===== src/rtl/rv32m_muldiv_unit_pkg.sv =====
// Shared definitions for the RV32M iterative multiply/divide unit.
package rv32m_muldiv_unit_pkg;

  localparam int XLEN_DEFAULT = 32;

  // RV32M funct3 encodings
  localparam logic [2:0] F3_MUL    = 3'b000;
  localparam logic [2:0] F3_MULH   = 3'b001;
  localparam logic [2:0] F3_MULHSU = 3'b010;
  localparam logic [2:0] F3_MULHU  = 3'b011;
  localparam logic [2:0] F3_DIV    = 3'b100;
  localparam logic [2:0] F3_DIVU   = 3'b101;
  localparam logic [2:0] F3_REM    = 3'b110;
  localparam logic [2:0] F3_REMU   = 3'b111;

  typedef enum logic [1:0] {
    IDLE   = 2'd0,
    CALC   = 2'd1,
    FINISH = 2'd2
  } state_e;

endpackage


===== src/rtl/muldiv_sign_fix.sv =====
// Conditional two's-complement negation. Turns signed operands into
// magnitudes on the way in and restores the sign of results on the way out.
module muldiv_sign_fix #(
  parameter int W = 32
) (
  input  logic [W-1:0] value_i,
  input  logic         negate_i,
  output logic [W-1:0] value_o
);

  assign value_o = negate_i ? (~value_i + W'(1)) : value_i;

endmodule


===== src/rtl/rv32m_muldiv_unit.sv =====
// Iterative RV32M multiply/divide unit: shift-add multiply and restoring
// divide on operand magnitudes, one bit per cycle, with a final sign fix-up.
// Divide-by-zero and signed overflow bypass the iteration.
module rv32m_muldiv_unit
  import rv32m_muldiv_unit_pkg::*;
#(
  parameter int XLEN = XLEN_DEFAULT
) (
  input  logic            clk,
  input  logic            rst,
  input  logic            start,
  input  logic [2:0]      funct3,
  input  logic [XLEN-1:0] rs1_data,
  input  logic [XLEN-1:0] rs2_data,
  output logic            busy,
  output logic            done,
  output logic [XLEN-1:0] result
);

  localparam int CW = $clog2(XLEN);
  localparam logic [XLEN-1:0] INT_MIN = {1'b1, {(XLEN-1){1'b0}}};

  state_e              state_q, state_d;
  logic [2:0]          f3_q, f3_d;
  logic [CW-1:0]       count_q, count_d;
  // Multiply: {partial product hi, multiplier}. Divide: {remainder, quotient}.
  logic [2*XLEN-1:0]   acc_q, acc_d;
  // Multiplicand or divisor magnitude.
  logic [XLEN-1:0]     opb_q, opb_d;
  logic                sign_a_q, sign_a_d;
  logic                sign_b_q, sign_b_d;
  logic                fast_q, fast_d;
  logic                done_q, done_d;
  logic [XLEN-1:0]     result_q, result_d;

  logic                sign_a, sign_b, div_zero, div_ovf;
  logic [XLEN-1:0]     mag_a, mag_b, fast_res;
  logic [XLEN:0]       mul_sum, div_trial;
  logic [2*XLEN-1:0]   prod_fixed;
  logic [XLEN-1:0]     quo_fixed, rem_fixed, final_res;

  // Decode operand signedness and the fast-path cases from the live inputs.
  always_comb begin
    sign_a   = rs1_data[XLEN-1] & ((funct3 == F3_MULH) || (funct3 == F3_MULHSU) ||
                                   (funct3 == F3_DIV)  || (funct3 == F3_REM));
    sign_b   = rs2_data[XLEN-1] & ((funct3 == F3_MULH) || (funct3 == F3_DIV) ||
                                   (funct3 == F3_REM));
    div_zero = funct3[2] && (rs2_data == '0);
    div_ovf  = ((funct3 == F3_DIV) || (funct3 == F3_REM)) &&
               (rs1_data == INT_MIN) && (rs2_data == '1);
    // funct3[1] separates REM/REMU from DIV/DIVU.
    if (div_zero) fast_res = funct3[1] ? rs1_data : '1;
    else          fast_res = funct3[1] ? '0 : INT_MIN;
  end

  muldiv_sign_fix #(.W(XLEN)) u_mag_a (
    .value_i (rs1_data),
    .negate_i(sign_a),
    .value_o (mag_a)
  );

  muldiv_sign_fix #(.W(XLEN)) u_mag_b (
    .value_i (rs2_data),
    .negate_i(sign_b),
    .value_o (mag_b)
  );

  // One iteration of either algorithm, computed from the current accumulator.
  always_comb begin
    mul_sum   = {1'b0, acc_q[2*XLEN-1:XLEN]} + (acc_q[0] ? {1'b0, opb_q} : '0);
    div_trial = acc_q[2*XLEN-1:XLEN-1] - {1'b0, opb_q};
  end

  muldiv_sign_fix #(.W(2*XLEN)) u_fix_prod (
    .value_i (acc_q),
    .negate_i(sign_a_q ^ sign_b_q),
    .value_o (prod_fixed)
  );

  muldiv_sign_fix #(.W(XLEN)) u_fix_quo (
    .value_i (acc_q[XLEN-1:0]),
    .negate_i(sign_a_q ^ sign_b_q),
    .value_o (quo_fixed)
  );

  muldiv_sign_fix #(.W(XLEN)) u_fix_rem (
    .value_i (acc_q[2*XLEN-1:XLEN]),
    .negate_i(sign_a_q),
    .value_o (rem_fixed)
  );

  // Pick the architectural result for the latched op.
  always_comb begin
    final_res = '0;
    case (f3_q)
      F3_MUL:                         final_res = prod_fixed[XLEN-1:0];
      F3_MULH, F3_MULHSU, F3_MULHU:   final_res = prod_fixed[2*XLEN-1:XLEN];
      F3_DIV, F3_DIVU:                final_res = quo_fixed;
      default:                        final_res = rem_fixed;
    endcase
  end

  // Next-state and datapath update.
  always_comb begin
    // NOTE: every variable gets a default first so no path leaves one
    // unassigned; an unassigned path would infer a latch.
    state_d  = state_q;
    f3_d     = f3_q;
    count_d  = count_q;
    acc_d    = acc_q;
    opb_d    = opb_q;
    sign_a_d = sign_a_q;
    sign_b_d = sign_b_q;
    fast_d   = fast_q;
    done_d   = 1'b0;
    result_d = result_q;

    case (state_q)
      IDLE: begin
        if (start) begin
          f3_d     = funct3;
          sign_a_d = sign_a;
          sign_b_d = sign_b;
          opb_d    = mag_b;
          count_d  = '0;
          if (div_zero || div_ovf) begin
            fast_d  = 1'b1;
            acc_d   = {{XLEN{1'b0}}, fast_res};
            state_d = FINISH;
          end else begin
            fast_d  = 1'b0;
            acc_d   = {{XLEN{1'b0}}, mag_a};
            state_d = CALC;
          end
        end
      end

      CALC: begin
        if (f3_q[2]) begin
          // Restoring step: keep the subtraction only if it did not borrow.
          if (!div_trial[XLEN]) acc_d = {div_trial[XLEN-1:0], acc_q[XLEN-2:0], 1'b1};
          else                  acc_d = {acc_q[2*XLEN-2:0], 1'b0};
        end else begin
          acc_d = {mul_sum, acc_q[XLEN-1:1]};
        end
        count_d = count_q + CW'(1);
        if (count_q == CW'(XLEN-1)) state_d = FINISH;
      end

      FINISH: begin
        result_d = fast_q ? acc_q[XLEN-1:0] : final_res;
        done_d   = 1'b1;
        state_d  = IDLE;
      end

      default: state_d = IDLE;
    endcase
  end

  // State and datapath registers with synchronous reset.
  always_ff @(posedge clk) begin
    // NOTE: non-blocking assignments so every register samples the values
    // from before this edge, independent of statement order.
    if (rst) begin
      state_q  <= IDLE;
      f3_q     <= '0;
      count_q  <= '0;
      acc_q    <= '0;
      opb_q    <= '0;
      sign_a_q <= 1'b0;
      sign_b_q <= 1'b0;
      fast_q   <= 1'b0;
      done_q   <= 1'b0;
      result_q <= '0;
    end else begin
      state_q  <= state_d;
      f3_q     <= f3_d;
      count_q  <= count_d;
      acc_q    <= acc_d;
      opb_q    <= opb_d;
      sign_a_q <= sign_a_d;
      sign_b_q <= sign_b_d;
      fast_q   <= fast_d;
      done_q   <= done_d;
      result_q <= result_d;
    end
  end

  assign busy   = (state_q != IDLE);
  assign done   = done_q;
  assign result = result_q;

endmodule


===== config.mk =====
export PLATFORM = sky130hd
export DESIGN_NAME = rv32m_muldiv_unit
export DESIGN_NICKNAME = d
export VERILOG_FILES = /design/src/rtl/rv32m_muldiv_unit_pkg.sv /design/src/rtl/muldiv_sign_fix.sv /design/src/rtl/rv32m_muldiv_unit.sv
export SDC_FILE = /design/constraint.sdc
export NUM_CORES = 1
export LEC_CHECK = 0
export ABC_CLOCK_PERIOD_IN_PS = 4100
export CAP_MARGIN = 5
export CELL_PAD_IN_SITES_DETAIL_PLACEMENT = 0
export CELL_PAD_IN_SITES_GLOBAL_PLACEMENT = 1
export CORE_MARGIN = 4
export CORE_UTILIZATION = 35
export CTS_CLUSTER_SIZE = 12
export DETAILED_ROUTE_END_ITERATION = 10
export GPL_TIMING_DRIVEN = 0
export PLACE_DENSITY = 0.64
export SYNTH_ARGS = -nofsm -noshare
export SYNTH_HDL_FRONTEND = slang
export SYNTH_SLANG_ARGS = --single-unit
export TNS_END_PERCENT = 50

===== constraint.sdc =====
create_clock -name clk -period 4.1 [get_ports clk]
set_input_delay 0.82 -clock clk [delete_from_list [all_inputs] [get_ports clk]]
set_output_delay 0.82 -clock clk [all_outputs]
set_load 0.1 [all_outputs]

---- After elaboration in Yosys (flattened, before gate mapping) ----
Cells that the tools add are included.
storage, ports and cells
  register bits after elaboration ......... 142
  input port bits ......................... 70
  output and inout port bits .............. 34
  logic and storage cells ................. 86
cells by class
  add/sub/neg operators ................... 8
  eq/ne operators ......................... 16
  muxes and demuxes ....................... 24
  bitwise logic cells ..................... 8
  reduce and logical (&&, ||, !) cells .... 20
operators with widths
  operator                 number
  $mux W32                 10
  $mux W64                 4
  $add A32 B1 Y32 const B  4
  $not A32 Y32             4
  $pmux W64 S2             1
  $pmux W32 S3             1
  $add A64 B1 Y64 const B  1
  $eq A32 B32 Y1 const B   2
  $not A64 Y64             1
  $add A32 B32 Y33         1
  $sub A33 B32 Y33         1
  $logic_not A32 Y1        1
  $eq A3 B3 Y1 const B     4
  $pmux W5 S2              1
  $eq A3 B2 Y1 const B     3
  $logic_or A1 B1 Y1       7
  $eq A3 B1 Y1 const B     2
  $mux W2                  3
  $reduce_and A2 Y1        3
  $add A5 B1 Y5 const B    1
  $eq A5 B5 Y1 const B     1
  $mux W5                  1
  $ne A2 B2 Y1 const B     2
  $pmux W2 S2              1
  11 further kinds         16

---- Longest topological paths before layout ----
Gate-level depths: netlist of the first run.
  depth in word-level cells ............... 9
  mapped depth ............................ 15
  depth with buffers taken out ............ 13

---- Modules after synthesis ----
A second synthesis of the first run with hierarchy kept.
unflattened totals
  cell total of the unflattened synthesis .. 2239
  area total of the unflattened synthesis .. 16523.3 sq um
modules (own cells, without submodules)
  module                           instances  cells each  area an instance (sq um)
  rv32m_muldiv_unit                1          1637        11766.3
  muldiv_sign_fix (u_fix_quo ...)  4          99          777.0
  muldiv_sign_fix (u_fix_prod)     1          206         1649.1

---- Worst setup path before layout of the first run ----
Ideal clock, no wire load.
  kind .................................... register to register
  start ................................... reg acc_q[31]
  end ..................................... reg acc_q[47]
  setup time .............................. 129 ps
  arrival ................................. 3214 ps
  setup slack ............................. 758 ps
  cell stages (with the launch flop) ...... 15
  path buffers ............................ 3
  period minus slack after synthesis ...... 3342 ps
  path through ............................ dfxtp_1 > clkbuf_1 > inv_1 > ha_1 > fa_1 > nand2b_1 > a21oi_1 > o221ai_1 > o31ai_1 > mux2i_1 > nor2_1 > buf_2 > buf_2 > mux2i_1 > o21ai_0
on the way
  longest elaborated chain between the ends .. 4
RTL lines
  element                 RTL line                  text
  from (decl)             rv32m_muldiv_unit.sv:27   logic [2*XLEN-1:0] acc_q, acc_d;
  from (signal assigned)  rv32m_muldiv_unit.sv:168  acc_q <= '0;
  from (signal assigned)  rv32m_muldiv_unit.sv:179  acc_q <= acc_d;
  $sub A33 B32 Y33        rv32m_muldiv_unit.sv:71   div_trial = acc_q[2*XLEN-1:XLEN-1] - {1'b0, opb_q};
  $mux W64                rv32m_muldiv_unit.sv:141  if (!div_trial[XLEN]) acc_d = {div_trial[XLEN-1:0], acc_q[XLEN-2:0], 1'b1};
  $mux W64                rv32m_muldiv_unit.sv:139  if (f3_q[2]) begin
  $pmux W64 S2            rv32m_muldiv_unit.sv:118  case (state_q)
No other way between the ends.
A chain may end at the register's enable or synchronous reset.

---- Final worst setup path of the first run ----
  start ................................... in rs2_data[2]
  end ..................................... reg acc_q[26]
on the way
  longest elaborated chain between the ends .. 6
  elaborated cells on any way between the ends .. 9
RTL lines
  element                                                     RTL line                                           text
  from (decl)                                                 rv32m_muldiv_unit.sv:14                            input logic [XLEN-1:0] rs2_data,
  $logic_not A32 Y1 / $eq A32 B32 Y1 (equally long branches)  rv32m_muldiv_unit.sv:48, rv32m_muldiv_unit.sv:50
  $logic_and A1 B1 Y1, on equally long branches               rv32m_muldiv_unit.sv:48, rv32m_muldiv_unit.sv:50
  $mux W32 / $logic_or A1 B1 Y1 (equally long branches)       rv32m_muldiv_unit.sv:52, rv32m_muldiv_unit.sv:126
  $mux W32 *                                                  rv32m_muldiv_unit.sv:126                           if (div_zero || div_ovf) begin
  $mux W64 *                                                  rv32m_muldiv_unit.sv:120                           if (start) begin
  $pmux W64 S2 *                                              rv32m_muldiv_unit.sv:118
Every way passes the cells marked *; elsewhere a longest branch is shown, timed or not. The select of a mux whose other input is x is not followed.

==> results.yml, run 1 <==
outcome:
  run_status: "finished clean"
cells_and_area:
  most-common-layout-cells: "sky130_fd_sc_hd__nor2_1, sky130_fd_sc_hd__a21oi_1, sky130_fd_sc_hd__o21ai_0"
  final-instance-count-excl-fill: 2651
  mostFrequentLayoutCell: "sky130_fd_sc_hd__nor2_1"
  synthToLayoutAreaGrowth_pct: 16.2
  post_route_cells_drive_above_1_share: 0.0484
  ff_latch_area_sq_um: 2850
  final_nets: 2257
  multiInputGateArea_sq_um: 10600
  final.fill_count: 4351
  insertedDiodeCount: 0
yosys:
  synth_area_per_cell_sq_um: 7.17
  synth.area.top_cells: "sky130_fd_sc_hd__dfxtp_1, sky130_fd_sc_hd__a21oi_1, sky130_fd_sc_hd__ha_1"
  synth_warnings: 0
  synth_sequential_area_ratio: 0.199
  synth_ff_type: "sky130_fd_sc_hd__dfxtp_1"
  syn_nets: 2134
  synthCells: 1991
  postSynth.asyncResetShare: 0
  synth_cell_types: 95
  ys_seq_elements: 142
  synth_area_sq_um: 14300
  synth_top_area_frac: 0.199
  post_synthesis_cell_type_with_the_largest_combined_area: "sky130_fd_sc_hd__dfxtp_1"
  synth-edff-count: 0
clock_tree:
  cts.path.max_buffers: 2
  ctsHtreeMaxLevel: 4
  cts.root.buffer_cell: "sky130_fd_sc_hd__clkbuf_16"
  cts_made_buffers: 17
  cts_sinks: 142
  cts_tree: "built"
  worst_setup_hold_path_clk_slew_ns: 0.06
  worst_skew_pair.late_latency_ns: 0.45
critical_path:
  path_delay_family: "simple AND/OR/NAND/NOR gates"
  critical_path.max_stage_delay_ns: 0.52
  crit_required_ns: 4.38
  critPathArrivalTime_ns: 4.27
  startpoint_type: "input pin"
  critical_path.n_buffers_inverters: 3
  endpoint_kind: "flip-flop"
  timing.critical_path.slowest_stage_cell: "sky130_fd_sc_hd__a221oi_1"
  crit_path_category: "input pin to flip-flop"
  biggest_fanout_along_the_worst_timing_path: 10
  critical_path_cell_count: 11
  crit_chain: "clkdlybuf4s50_1 > or3_1 > or3b_1 > nor2b_1 > buf_2 > nand3_1 > nor2_1 > buf_2 > nor2_1 > a221oi_1 > a2111oi_0"
  worst_r2r_path_depth: 13
die:
  placementRows: 73
  ports: 104
  fp.dieW_um: 210
  design.die.area_sq_um: 44100
  floorplan.core_area_sq_um: 40000
  start_util: 0.357
  die-height_um: 210
route:
  drt.antenna.violating_nets: 0
  drtPass1Iterations: 5
  avgViaCountPerCell: 6.11
  totalWireLength_mm: 64.8
  post_drt_wl_per_cell_um: 24.5
  drt_iter0_markers: 1616
  vias: 16191
  residual_drc: 0
timing:
  fin_crit_ns: 3.99
  finalSetupViolations: 0
  fin_worst_skew_ns: 0.0156
  worst_slew_margin_rel: 0.328
  worst-slew-pin-transition_ns: 1.00
  finalHoldViolCount: 0
  worst_slack_on_hold_paths_ns: 0.451
  slew_violations: 0
  final_min_period_over_clock_period: 0.973
  grt_setup_unrepaired: "true"
  postLayoutSetupSlackWorst_ns: 0.109
  max_freq_mhz: 251
  fin_tns_setup_ns: 0
global_route:
  grt_busiest_layer: "met2"
  grt.total_usage: 0.284
  antenna_found_initial: 1
  grtUsageMet3: 0.0497
  first_global_vias: 15260
  globalRouteMet1Util: 0.411
  gr-usage-met2: 0.434
  grt_overflow_total: 0
  grt_first_pass_wirelength_mm: 97.2
  pin_count_of_the_biggest_net_entering_global_routing: 17
place:
  place.detailed.instances: 2619
  routability_driven_placement_congestion_ratio: 0.966
  pre_cts_ws_ns: -0.706
  place.port_buffers: 103
  detailedPlacementHpwl_mm: 51.7
worst_hold_path:
  path_class_of_the_lowest_slack_min_delay_path: "flip-flop to flip-flop"
  holdPathStages: 2
power:
  total_power_w: 0.00502
  vdd.ir_drop.worst_uv: 183
  power-per-cell-area_nw_per_um2: 303
  total_leakage_power_nw: 6.14
job:
  max_cap_violations: 0
==> kinds of logic after synthesis <==
kind of cell / synth area share
XOR/XNOR: 0.0865
multiplexers: 0.0368
adder cells (fa/ha/maj): 0.0650
flip-flops: 0.199
buffers and inverters: 0.0611
AND/OR/NAND/NOR: 0.233
AO/OA/AOI/OAI: 0.318
==> routing by layer <==
layer | up-vias | wire length (um)
met3 | 88 | 4510
met2 | 627 | 28200
li1 | 7626 | -
met4 | 2 | 1470
met5 | - | 20
met1 | 7848 | 30600
==> tightest hold or removal path, cell delays in order, from the launching register on <==
cell and delay (ns):
sky130_fd_sc_hd__dfxtp_1 0.31, sky130_fd_sc_hd__nand2_1 0.05, sky130_fd_sc_hd__a21oi_1 0.05
==> final cells by class <==
cell class | instances | area share
flip-flops and latches | 142 | 0.172
well taps | 525 | 0.0396
inverters | 65 | 0.0147
multi-input cells | 1630 | 0.640
clock buffers | 18 | 0.0265
plain buffers | 152 | 0.0380
repair buffers | 106 | 0.0635
clock inverters | 13 | 0.00566
==> path summary, 6_finish.rpt <==
check | from | endpoint | slack [ns]
setup / recovery | rs2_data[2] | acc_q[26] | 0.11
hold / removal | result[28] | result[28] | 0.45
setup reg to reg | acc_q[31] | acc_q[54] | 0.24
hold reg to reg | result[28] | result[28] | 0.45
==> timing repair <==
action | 4_1_cts | 5_1_grt
setup endpoints to repair | 46 | 38
pin swaps | 1 | 0
resized for setup | 10 | 14
hold buffers | 0 | 0
buffers inserted | 3 | 0
==> sequential cells by signal, summed over array words and instances (netlist names) <==
name      flops
state_q       2
count_q       5
fast_q        1
done          1
acc_q        64
sign_a_q      1
sign_b_q      1
result       32
opb_q        32
f3_q          3
==> power breakdown <==
group | total [W] | switching (W) | internal [W]
Clock | 0.00145 | 0.000664 | 0.000786
Combinational | 0.00198 | 0.00129 | 0.000695
Sequential | 0.00158 | 0.000122 | 0.00146
Total | 0.00502 | 0.00208 | 0.00294
==> synthesized netlist by cell type (16+ instances only) <==
cell	instances
sky130_fd_sc_hd__a31oi_1	23
sky130_fd_sc_hd__xnor2_1	79
sky130_fd_sc_hd__nand3_1	22
sky130_fd_sc_hd__nand2b_1	29
sky130_fd_sc_hd__a21o_1	30
sky130_fd_sc_hd__nand2_1	142
sky130_fd_sc_hd__nor2b_1	26
sky130_fd_sc_hd__xor2_1	62
sky130_fd_sc_hd__a211oi_1	48
sky130_fd_sc_hd__a22oi_1	21
sky130_fd_sc_hd__nor2_1	225
sky130_fd_sc_hd__buf_2	19
sky130_fd_sc_hd__o32ai_1	16
sky130_fd_sc_hd__o31ai_1	33
sky130_fd_sc_hd__o21ai_0	161
sky130_fd_sc_hd__or4_1	17
sky130_fd_sc_hd__nor4_1	24
sky130_fd_sc_hd__mux2i_1	48
sky130_fd_sc_hd__dfxtp_1	142
sky130_fd_sc_hd__o211ai_1	20
sky130_fd_sc_hd__nor3_1	65
sky130_fd_sc_hd__or3_1	36
sky130_fd_sc_hd__clkbuf_1	115
sky130_fd_sc_hd__inv_1	65
sky130_fd_sc_hd__a21oi_1	188
sky130_fd_sc_hd__nand4_1	23
sky130_fd_sc_hd__ha_1	71
==> through the flow <==
step	area, sq um	utilization
2_1_floorplan	14300	-
3_3_place_gp	16000	0.399
3_5_place_dp	16000	0.399
4_1_cts	16500	0.414
5_1_grt	16600	0.414
6_report	16600	0.414
Note: power is estimated with default switching activity, not from simulation.
==> run 2: changes to the inputs <==
--- a/config.mk
+++ b/config.mk
@@ -7,14 +7,14 @@
 export LEC_CHECK = 0
 export ABC_CLOCK_PERIOD_IN_PS = 4100
 export CAP_MARGIN = 5
-export CELL_PAD_IN_SITES_DETAIL_PLACEMENT = 0
-export CELL_PAD_IN_SITES_GLOBAL_PLACEMENT = 1
+export CELL_PAD_IN_SITES_DETAIL_PLACEMENT = 1
+export CELL_PAD_IN_SITES_GLOBAL_PLACEMENT = 2
 export CORE_MARGIN = 4
 export CORE_UTILIZATION = 35
 export CTS_CLUSTER_SIZE = 12
 export DETAILED_ROUTE_END_ITERATION = 10
 export GPL_TIMING_DRIVEN = 0
-export PLACE_DENSITY = 0.64
+export PLACE_DENSITY = 0.79
 export SYNTH_ARGS = -nofsm -noshare
 export SYNTH_HDL_FRONTEND = slang
 export SYNTH_SLANG_ARGS = --single-unit
==> results.yml, run 2 (same netlist as run 1, synthesis figures left out) <==
outcome:
  run_status: "finished clean"
clock_tree:
  cts.path.max_buffers: 2
  cts_sinks: 142
  cts_made_buffers: 17
  ctsHtreeMaxLevel: 4
  worst_skew_pair.late_latency_ns: 0.45
  cts.root.buffer_cell: "sky130_fd_sc_hd__clkbuf_16"
  cts_tree: "built"
  worst_setup_hold_path_clk_slew_ns: 0.08
worst_hold_path:
  path_class_of_the_lowest_slack_min_delay_path: "flip-flop to flip-flop"
timing:
  fin_worst_skew_ns: 0.0162
  worst-slew-pin-transition_ns: 0.986
  postLayoutSetupSlackWorst_ns: 0.119
  slew_violations: 0
  finalSetupViolations: 0
  final_min_period_over_clock_period: 0.971
  max_freq_mhz: 251
  fin_crit_ns: 3.98
  finalHoldViolCount: 0
  worst_slew_margin_rel: 0.340
  fin_tns_setup_ns: 0
place:
  detailed_place.area_sq_um: 16000
  detailedPlacementHpwl_mm: 54.7
  place.detailed.instances: 2619
  place.port_buffers: 103
  routability_driven_placement_congestion_ratio: 0.959
  pre_cts_ws_ns: -0.708
route:
  avgViaCountPerCell: 6.19
  residual_drc: 0
  drtPass1Iterations: 5
  vias: 16422
  drt_iter0_markers: 1381
  drt.antenna.violating_nets: 0
  post_drt_wl_per_cell_um: 26.0
  totalWireLength_mm: 68.8
critical_path:
  timing.critical_path.slowest_stage_cell: "sky130_fd_sc_hd__o2111ai_1"
  r2r_setup_slack_ns: 0.12
  cpMostUsedCell: "sky130_fd_sc_hd__buf_2"
  path_delay_family: "simple AND/OR/NAND/NOR gates"
  biggest_fanout_along_the_worst_timing_path: 10
  critical_path.n_buffers_inverters: 3
  endpoint_kind: "flip-flop"
  startpoint_type: "flip-flop"
  crit_required_ns: 4.47
  crit_chain: "inv_1 > buf_2 > ha_1 > nand2b_1 > nor4_4 > nand4_1 > buf_2 > nor4_2 > mux2i_1 > o2111ai_1 > o211ai_1 > a21oi_1"
  critical_path.max_stage_delay_ns: 0.47
  critPathArrivalTime_ns: 4.35
  crit_path_category: "flip-flop to flip-flop"
cells_and_area:
  largest-register: "acc_q"
  most-common-layout-cells: "sky130_fd_sc_hd__nor2_1, sky130_fd_sc_hd__a21oi_1, sky130_fd_sc_hd__o21ai_0"
  final.fill_count: 5051
  utilization: 0.416
  number_of_flip_flops_in_the_largest_register: 64
  synthToLayoutAreaGrowth_pct: 16.7
  final_cell_area_sq_um: 16700
  insertedDiodeCount: 0
  final-instance-count-excl-fill: 2652
  post_route_cells_drive_above_1_share: 0.0508
  final_nets: 2257
  mostFrequentLayoutCell: "sky130_fd_sc_hd__nor2_1"
die:
  placementRows: 73
  design.die.area_sq_um: 44100
  floorplan.core_area_sq_um: 40000
  start_util: 0.357
  fp.dieW_um: 210
  ports: 104
  die-height_um: 210
global_route:
  grt.total_usage: 0.300
  antenna_found_initial: 0
  pin_count_of_the_biggest_net_entering_global_routing: 17
  grt_overflow_total: 0
  first_global_vias: 16110
  grt_first_pass_wirelength_mm: 103
job:
  max_cap_violations: 0
power:
  vdd.ir_drop.worst_uv: 229
  total_leakage_power_nw: 6.17
  power-per-cell-area_nw_per_um2: 313
## run 2: changes by cell type in the layout (fill, tap and decap cells not counted), moves of 2 or more
cell,before,now
sky130_fd_sc_hd__a221oi_1,10,8
sky130_fd_sc_hd__a221oi_2,2,4
sky130_fd_sc_hd__clkbuf_2,3,1
sky130_fd_sc_hd__clkbuf_4,0,2
sky130_fd_sc_hd__clkinv_2,4,0
sky130_fd_sc_hd__inv_6,2,6
## run 2: what timing repair did
action | CTS | global route
setup endpoints to repair | 55 | 40
hold endpoints to repair | 0 | 0
cloned | 0 | 0
pin swaps | 1 | 2
setup buffers | 2 | 1
hold buffers | 0 | 0
resized for setup | 9 | 16
## run 2: through the flow
step                      total power (W)  hold slack [ns]
after floorplan                   0.00283            0.432
after global placement            0.00353            0.444
after detailed placement          0.00355            0.459
after CTS                         0.00516            0.467
after global routing              0.00544            0.483
final                             0.00522            0.460
## run 2: worst register-to-register path, delay by kind of cell (launching register included)
kind,cells,cell delay [ns]
buffers and inverters,3,1.02
AO/OA/AOI/OAI,3,0.85
flip-flops,1,0.41
adder cells (fa/ha/maj),1,0.31
AND/OR/NAND/NOR,4,1.19
multiplexers,1,0.12
## run 2: path summary, 6_finish.rpt
| kind | start | endpoint | cells past startpoint |
|---|---|---|---|
| max | acc_q[0] | result[16] | 12 |
| max reg2reg | acc_q[0] | result[16] | 12 |
| min | result[3] | result[3] | 2 |
| min reg2reg | result[3] | result[3] | 2 |
## run 2: final cells by class
class                   instances  area, sq um  share of cell area
inverters                      65          244              0.0146
clock inverters                14          150             0.00902
plain buffers                 152          631              0.0379
clock buffers                  18          439              0.0264
flip-flops and latches        142         2850               0.171
well taps                     525          657              0.0394
repair buffers                106         1050              0.0633
multi-input cells            1630        10600               0.638
## run 2: metal layers
metal  global-route usage  vias to the layer above  share of wire
met3               0.0374                       85          0.062
met1                0.441                     8150           0.47
met2                0.463                      552           0.44
met4               0.0801                        0          0.023
met5                    0                        -              0
li1                     -                     7635              -
## run 2: where the power goes
group	internal, W	switching [W]
logic	0.000699	0.00132
clock network	0.000873	0.000734
registers	0.00146	0.000129
total	0.00303	0.00218
==> run 3: changes to the inputs <==
--- a/config.mk
+++ b/config.mk
@@ -5,7 +5,7 @@
 export SDC_FILE = /design/constraint.sdc
 export NUM_CORES = 1
 export LEC_CHECK = 0
-export ABC_CLOCK_PERIOD_IN_PS = 4100
+export ABC_CLOCK_PERIOD_IN_PS = 4200
 export CAP_MARGIN = 5
 export CELL_PAD_IN_SITES_DETAIL_PLACEMENT = 1
 export CELL_PAD_IN_SITES_GLOBAL_PLACEMENT = 2
@@ -14,8 +14,9 @@
 export CTS_CLUSTER_SIZE = 12
 export DETAILED_ROUTE_END_ITERATION = 10
 export GPL_TIMING_DRIVEN = 0
-export PLACE_DENSITY = 0.79
+export PLACE_DENSITY_LB_ADDON = 0.1
 export SYNTH_ARGS = -nofsm -noshare
 export SYNTH_HDL_FRONTEND = slang
+export SYNTH_HIERARCHICAL = 1
 export SYNTH_SLANG_ARGS = --single-unit
 export TNS_END_PERCENT = 50
==> constraint.sdc (replaced) <==
create_clock -name clk -period 4.2 [get_ports clk]
set_input_delay 0.84 -clock clk [delete_from_list [all_inputs] [get_ports clk]]
set_output_delay 0.84 -clock clk [all_outputs]
set_load 0.1 [all_outputs]
==> results.yml, run 3 <==
outcome:
  run_status: "finished clean"
critical_path:
  crit_path_category: "flip-flop to flip-flop"
  timing.critical_path.slowest_stage_cell: "sky130_fd_sc_hd__xor2_1"
  critPathArrivalTime_ns: 4.42
  worst_r2r_path_depth: 11
  biggest_fanout_along_the_worst_timing_path: 10
  cpMostUsedCell: "sky130_fd_sc_hd__nor2_1"
  critical_path.max_stage_delay_ns: 0.72
  critical_path.n_buffers_inverters: 2
  r2r_setup_slack_ns: 0.17
  startpoint_type: "flip-flop"
  worst_r2r_endpoint: "result[26]"
  regToRegStartpoint: "sign_a_q"
  crit_chain: "xor2_1 > clkbuf_1 > clkbuf_1 > o41ai_1 > xnor2_1 > nor2_1 > a21oi_1 > nor2_1 > o311ai_0 > o21ai_0 > nor2_1"
  path_delay_family: "compound AO/OA/AOI/OAI gates"
  endpoint_kind: "flip-flop"
  crit_required_ns: 4.59
power:
  power-per-cell-area_nw_per_um2: 288
  p_comb_frac: 0.397
  p_sw_frac: 0.414
  vdd.ir_drop.worst_uv: 311
  total_power_w: 0.00544
  net-switching-power_w: 0.00225
  cellInternalPower_w: 0.00319
  power_frac_seq: 0.304
  total_leakage_power_nw: 6.69
  clkPwrFrac: 0.299
clock_tree:
  cts_sinks: 142
  cts.path.max_buffers: 2
  cts.root.buffer_cell: "sky130_fd_sc_hd__clkbuf_16"
  cts-hold-fix-buffers: 0
  ctsHtreeMaxLevel: 4
  worst_skew_pair.late_latency_ns: 0.46
  cts_tree: "built"
  worst_setup_hold_path_clk_slew_ns: 0.07
  cts_made_buffers: 17
  post_cts_setup_repair_buffer_count: 0
timing:
  finalHoldViolCount: 0
  finalSetupViolations: 0
  max_freq_mhz: 248
  slew_violations: 0
  worst_slew_margin_rel: 0.0956
  fin_worst_skew_ns: 0.0124
  worst-slew-pin-transition_ns: 1.35
  fin_crit_ns: 4.03
  grt_setup_unrepaired: "false"
  final_min_period_over_clock_period: 0.959
route:
  drt.antenna.violating_nets: 0
  avgViaCountPerCell: 6.00
  residual_drc: 0
  post_drt_wl_per_cell_um: 23.9
  drt_iter0_markers: 1365
  drtPass1Iterations: 5
  vias: 17884
  totalWireLength_mm: 71.2
worst_hold_path:
  worstHoldEndpoint: "opb_q[24]"
  holdPathStages: 2
  worstHoldStart: "opb_q[24]"
  path_class_of_the_lowest_slack_min_delay_path: "flip-flop to flip-flop"
die:
  design.die.area_sq_um: 50700
  die-height_um: 225
  fp.dieW_um: 225
  start_util: 0.354
  floorplan.core_area_sq_um: 46700
  placementRows: 79
  ports: 104
cells_and_area:
  final_cell_area_sq_um: 18900
  final-instance-count-excl-fill: 2980
  insertedDiodeCount: 0
  ff_latch_area_sq_um: 2850
  most-common-layout-cells: "sky130_fd_sc_hd__nand2_1, sky130_fd_sc_hd__nor2_1, sky130_fd_sc_hd__xnor2_1"
  final_nets: 2503
  synthToLayoutAreaGrowth_pct: 14.5
  mostFrequentLayoutCell: "sky130_fd_sc_hd__nand2_1"
  final.fill_count: 5849
  largest-register: "acc_q"
  multiInputGateArea_sq_um: 12800
  number_of_flip_flops_in_the_largest_register: 64
  post_route_cells_drive_above_1_share: 0.0712
yosys:
  syn_nets: 2382
  synth_sequential_area_ratio: 0.172
  post_synthesis_cell_type_with_the_largest_combined_area: "sky130_fd_sc_hd__dfxtp_1"
  synth_cell_types: 92
  ys_seq_elements: 142
  postSynth.asyncResetShare: 0
  synth_top_area_frac: 0.172
  synth_warnings: 6
  synth_area_sq_um: 16500
  synth-edff-count: 0
  synth_area_per_cell_sq_um: 7.38
  synthCells: 2239
  post-synth-top-count-cell: "sky130_fd_sc_hd__nand2_1"
  synth_ff_type: "sky130_fd_sc_hd__dfxtp_1"
  synth.area.top_cells: "sky130_fd_sc_hd__dfxtp_1, sky130_fd_sc_hd__xnor2_1, sky130_fd_sc_hd__ha_1"
  leading_cell_types_by_count_after_synthesis: "sky130_fd_sc_hd__nand2_1, sky130_fd_sc_hd__nor2_1, sky130_fd_sc_hd__xnor2_1, sky130_fd_sc_hd__a21oi_1, sky130_fd_sc_hd__dfxtp_1"
global_route:
  pin_count_of_the_biggest_net_entering_global_routing: 18
  antenna_found_initial: 0
  grt.total_usage: 0.275
  grt_overflow_total: 0
  first_global_vias: 17594
  grt_first_pass_wirelength_mm: 109
place:
  detailed_place.area_sq_um: 18300
  detailedPlacementHpwl_mm: 56.7
  routability_driven_placement_congestion_ratio: 0.889
  place.detailed.instances: 2948
  place.port_buffers: 102
job:
  max_cap_violations: 0
## run 3: cell types whose count changed after synthesis, moves of 24 or more
cell	previous run	this run
sky130_fd_sc_hd__nand2b_1	29	56
sky130_fd_sc_hd__inv_1	65	96
sky130_fd_sc_hd__o31ai_1	33	57
sky130_fd_sc_hd__nand2_1	142	233
sky130_fd_sc_hd__a211oi_1	48	8
sky130_fd_sc_hd__nor3_1	65	40
sky130_fd_sc_hd__o22ai_1	8	35
sky130_fd_sc_hd__xnor2_1	79	205
sky130_fd_sc_hd__xor2_1	62	20
sky130_fd_sc_hd__o21ai_0	161	133
sky130_fd_sc_hd__and2_1	10	42
sky130_fd_sc_hd__o311ai_0	1	33
## run 3: kinds of logic after synthesis
kind of cell    Yosys count  share of synthesized area
buf+inv                 226                     0.0554
simple gates            833                      0.274
compound gates          680                      0.286
flops                   142                      0.172
xor+xnor                225                      0.119
mux                      60                     0.0376
fa+ha+maj                73                     0.0562
## run 3: power by group through the flow
stage,Combinational (W),Sequential (W),Clock (W)
3_5_place_dp,0.00212,0.00168,0
4_1_cts,0.00214,0.00165,0.00166
3_3_place_gp,0.00209,0.00167,0
6_report,0.00216,0.00166,0.00162
5_1_grt,0.00235,0.00167,0.00171
2_1_floorplan,0.00149,0.00156,0
## run 3: area by class of cell
type,instances,share of cell area
timing repair buffer,102,0.0540
inverter,96,0.0190
clock inverter,15,0.00979
tap,607,0.0401
clock buffer,17,0.0225
sequential,142,0.150
buffer,130,0.0294
multi-input combinational,1871,0.675
## run 3: routing by layer
layer	GRT usage	share of wire	routed length [um]	vias to the layer above
li1	-	-	-	8508
met1	0.397	0.48	34100	8824
met2	0.438	0.45	32100	487
met3	0.0373	0.053	3780	65
met4	0.0599	0.017	1240	0
met5	0	0	0	-
## run 3: through the flow
step / util / TNS, ns / hold WS, ns / worst slack [ns]
after detailed placement: 0.392 / -1.27 / 0.469 / -0.248
after floorplan: - / 0 / 0.444 / 1.05
after global routing: 0.406 / 0 / 0.500 / 0.0280
final: 0.406 / 0 / 0.476 / 0.172
after CTS: 0.405 / 0 / 0.478 / 0.0331
after global placement: 0.392 / -0.840 / 0.459 / -0.224
## run 3: tightest hold or removal path: cells and delay by family, from the launching register on
kind	cells	cell delay [ns]
simple gates	1	0.06
compound gates	1	0.05
flops	1	0.32
## run 3: worst max-delay path by stage
stage / from / to / slack [ns] / depth (start not counted)
2_1_floorplan: acc_q[0] / acc_q[55] / 1.05 / 13
3_3_place_gp: acc_q[0] / acc_q[57] / -0.22 / 13
3_5_place_dp: acc_q[0] / acc_q[57] / -0.25 / 13
4_1_cts: acc_q[0] / acc_q[57] / 0.03 / 13
5_1_grt: sign_a_q / result[26] / 0.03 / 11
6_report: sign_a_q / result[26] / 0.17 / 11
## run 3: what timing repair did
action,4_1_cts,5_1_grt
endpoints found under the setup margin,9,8
gates resized for setup,1,3
endpoints found under the hold margin,0,0
cloned,0,0
==> patch, RTL diff (flow settings as in run 3) <==
Encoding of `state_e`: now one-hot (3 bits for 3 states).
--- a/src/rtl/rv32m_muldiv_unit_pkg.sv
+++ b/src/rtl/rv32m_muldiv_unit_pkg.sv
@@ -14,8 +14,8 @@
   localparam logic [2:0] F3_REMU   = 3'b111;
 
-  typedef enum logic [1:0] {
-    IDLE   = 2'd0,
-    CALC   = 2'd1,
-    FINISH = 2'd2
+  typedef enum logic [2:0] {
+    IDLE   = 3'b001,
+    CALC   = 3'b010,
+    FINISH = 3'b100
   } state_e;
 
Behaviour: no difference found for any inputs over 10 cycles, from zero or initial values and one cycle with rst high; not proved beyond that.
==> patch against run 3 <==
  * Sequential cell count rose by 1
  * Count of clock-buffer cells in the layout grew 3
  * Total power fell by 9.7%
  * Worst setup slack better by 0.065 ns
  * Critical endpoint is now acc_q[62]
  * Critical path type unchanged
  * Die area fell by 1.7%
  * Routed wire length fell by 4.9%
  * Final area shrank 1.5%
  * First-iteration DRC count is 11% lower
  * Area after synthesis down 1.8%
  * Via count fell by 3.0%
  * Sequential share of layout area increased by 0.34 points
  * Worst hold slack gained 0.0018 ns
==> patch: results (changes against run 3) <==
Syn Nets 2294 (-3.7%); fill count 5652 (-3.4%); drt wl/cell 23.4 µm (-1.9%); met3 wire length 3420 µm (-9.4%); Reg2Reg Depth 13 (+2); Hold Crit Start opb_q[30]; final core occ 40.9% (+0.35 points); share of cells above drive strength 1 8.13% (+1.0 points); area of the multi-input gates 12600 µm² (-1.1%); fraction of area in registers 15.4% (+0.34 points); first-pass GRT wire length 105000 µm (-4.1%); placed cells 2854 (-3.2%); Slowest-stage cell, CP a2111oi_4; slowest stage delay, CP 0.59 ns (-0.13 ns); Static Leak 6.60 nW (-1.3%); DR vias 17300 (-3.0%); Sequential Power Share 33.3% (+2.9 points); hpwl dp 54000 µm (-4.8%); Area contributors post-synth dfxtp_1 18%, xnor2_1 11%, ha_1 5.5%; ClkCell Share 3.11% (-0.11 points); Non-clock buffer share 8.55% (+0.21 points); Post-synth top cells 230 x nand2_1, 213 x xnor2_1, 181 x nor2_1; FF+latch count 143 (+0.70%); post-place setup slack -0.493 ns (-0.245 ns); status finished, final reports clean; multi-input gate count 1817 (-2.9%); Distinct cells, synth 100 (+8.7%)
## patch: cell types whose count changed in the layout (fill, tap and decap cells not counted), moves of 9 or more
cell       before  now
o21ai_0       133  144
nor3_1         40   57
a2111oi_0      17    2
inv_1          96   61
a21oi_1       166  136
mux2_2         17   28
nor2_1        218  181
o22a_1          0   32
mux2i_1        43   28
o21ai_1        14    5
## patch: kinds of logic (layout without fill, tap and decap cells)
logic type               after synthesis  count (layout)  synth area share, %
AO/OA/AOI/OAI                        653             653                 28.6
multiplexers                          57              57                 3.76
XOR/XNOR                             230             230                 12.4
flip-flops                           143             143                 17.6
buffers and inverters                191             329                 4.72
AND/OR/NAND/NOR                      804             804                 27.1
adder cells (fa/ha/maj)               73              73                 5.72
## patch: worst min-delay path: stages (launching register included)
cell     delay [ns]
dfxtp_1        0.32
nand2_1        0.06
a21oi_1        0.05
## patch: per-layer routing
metal  GRT usage [%]  up-vias
met1            38.4     8584
li1                -     8233
met4            6.44        0
met5               0        -
met2            41.8      473
met3            3.18       59
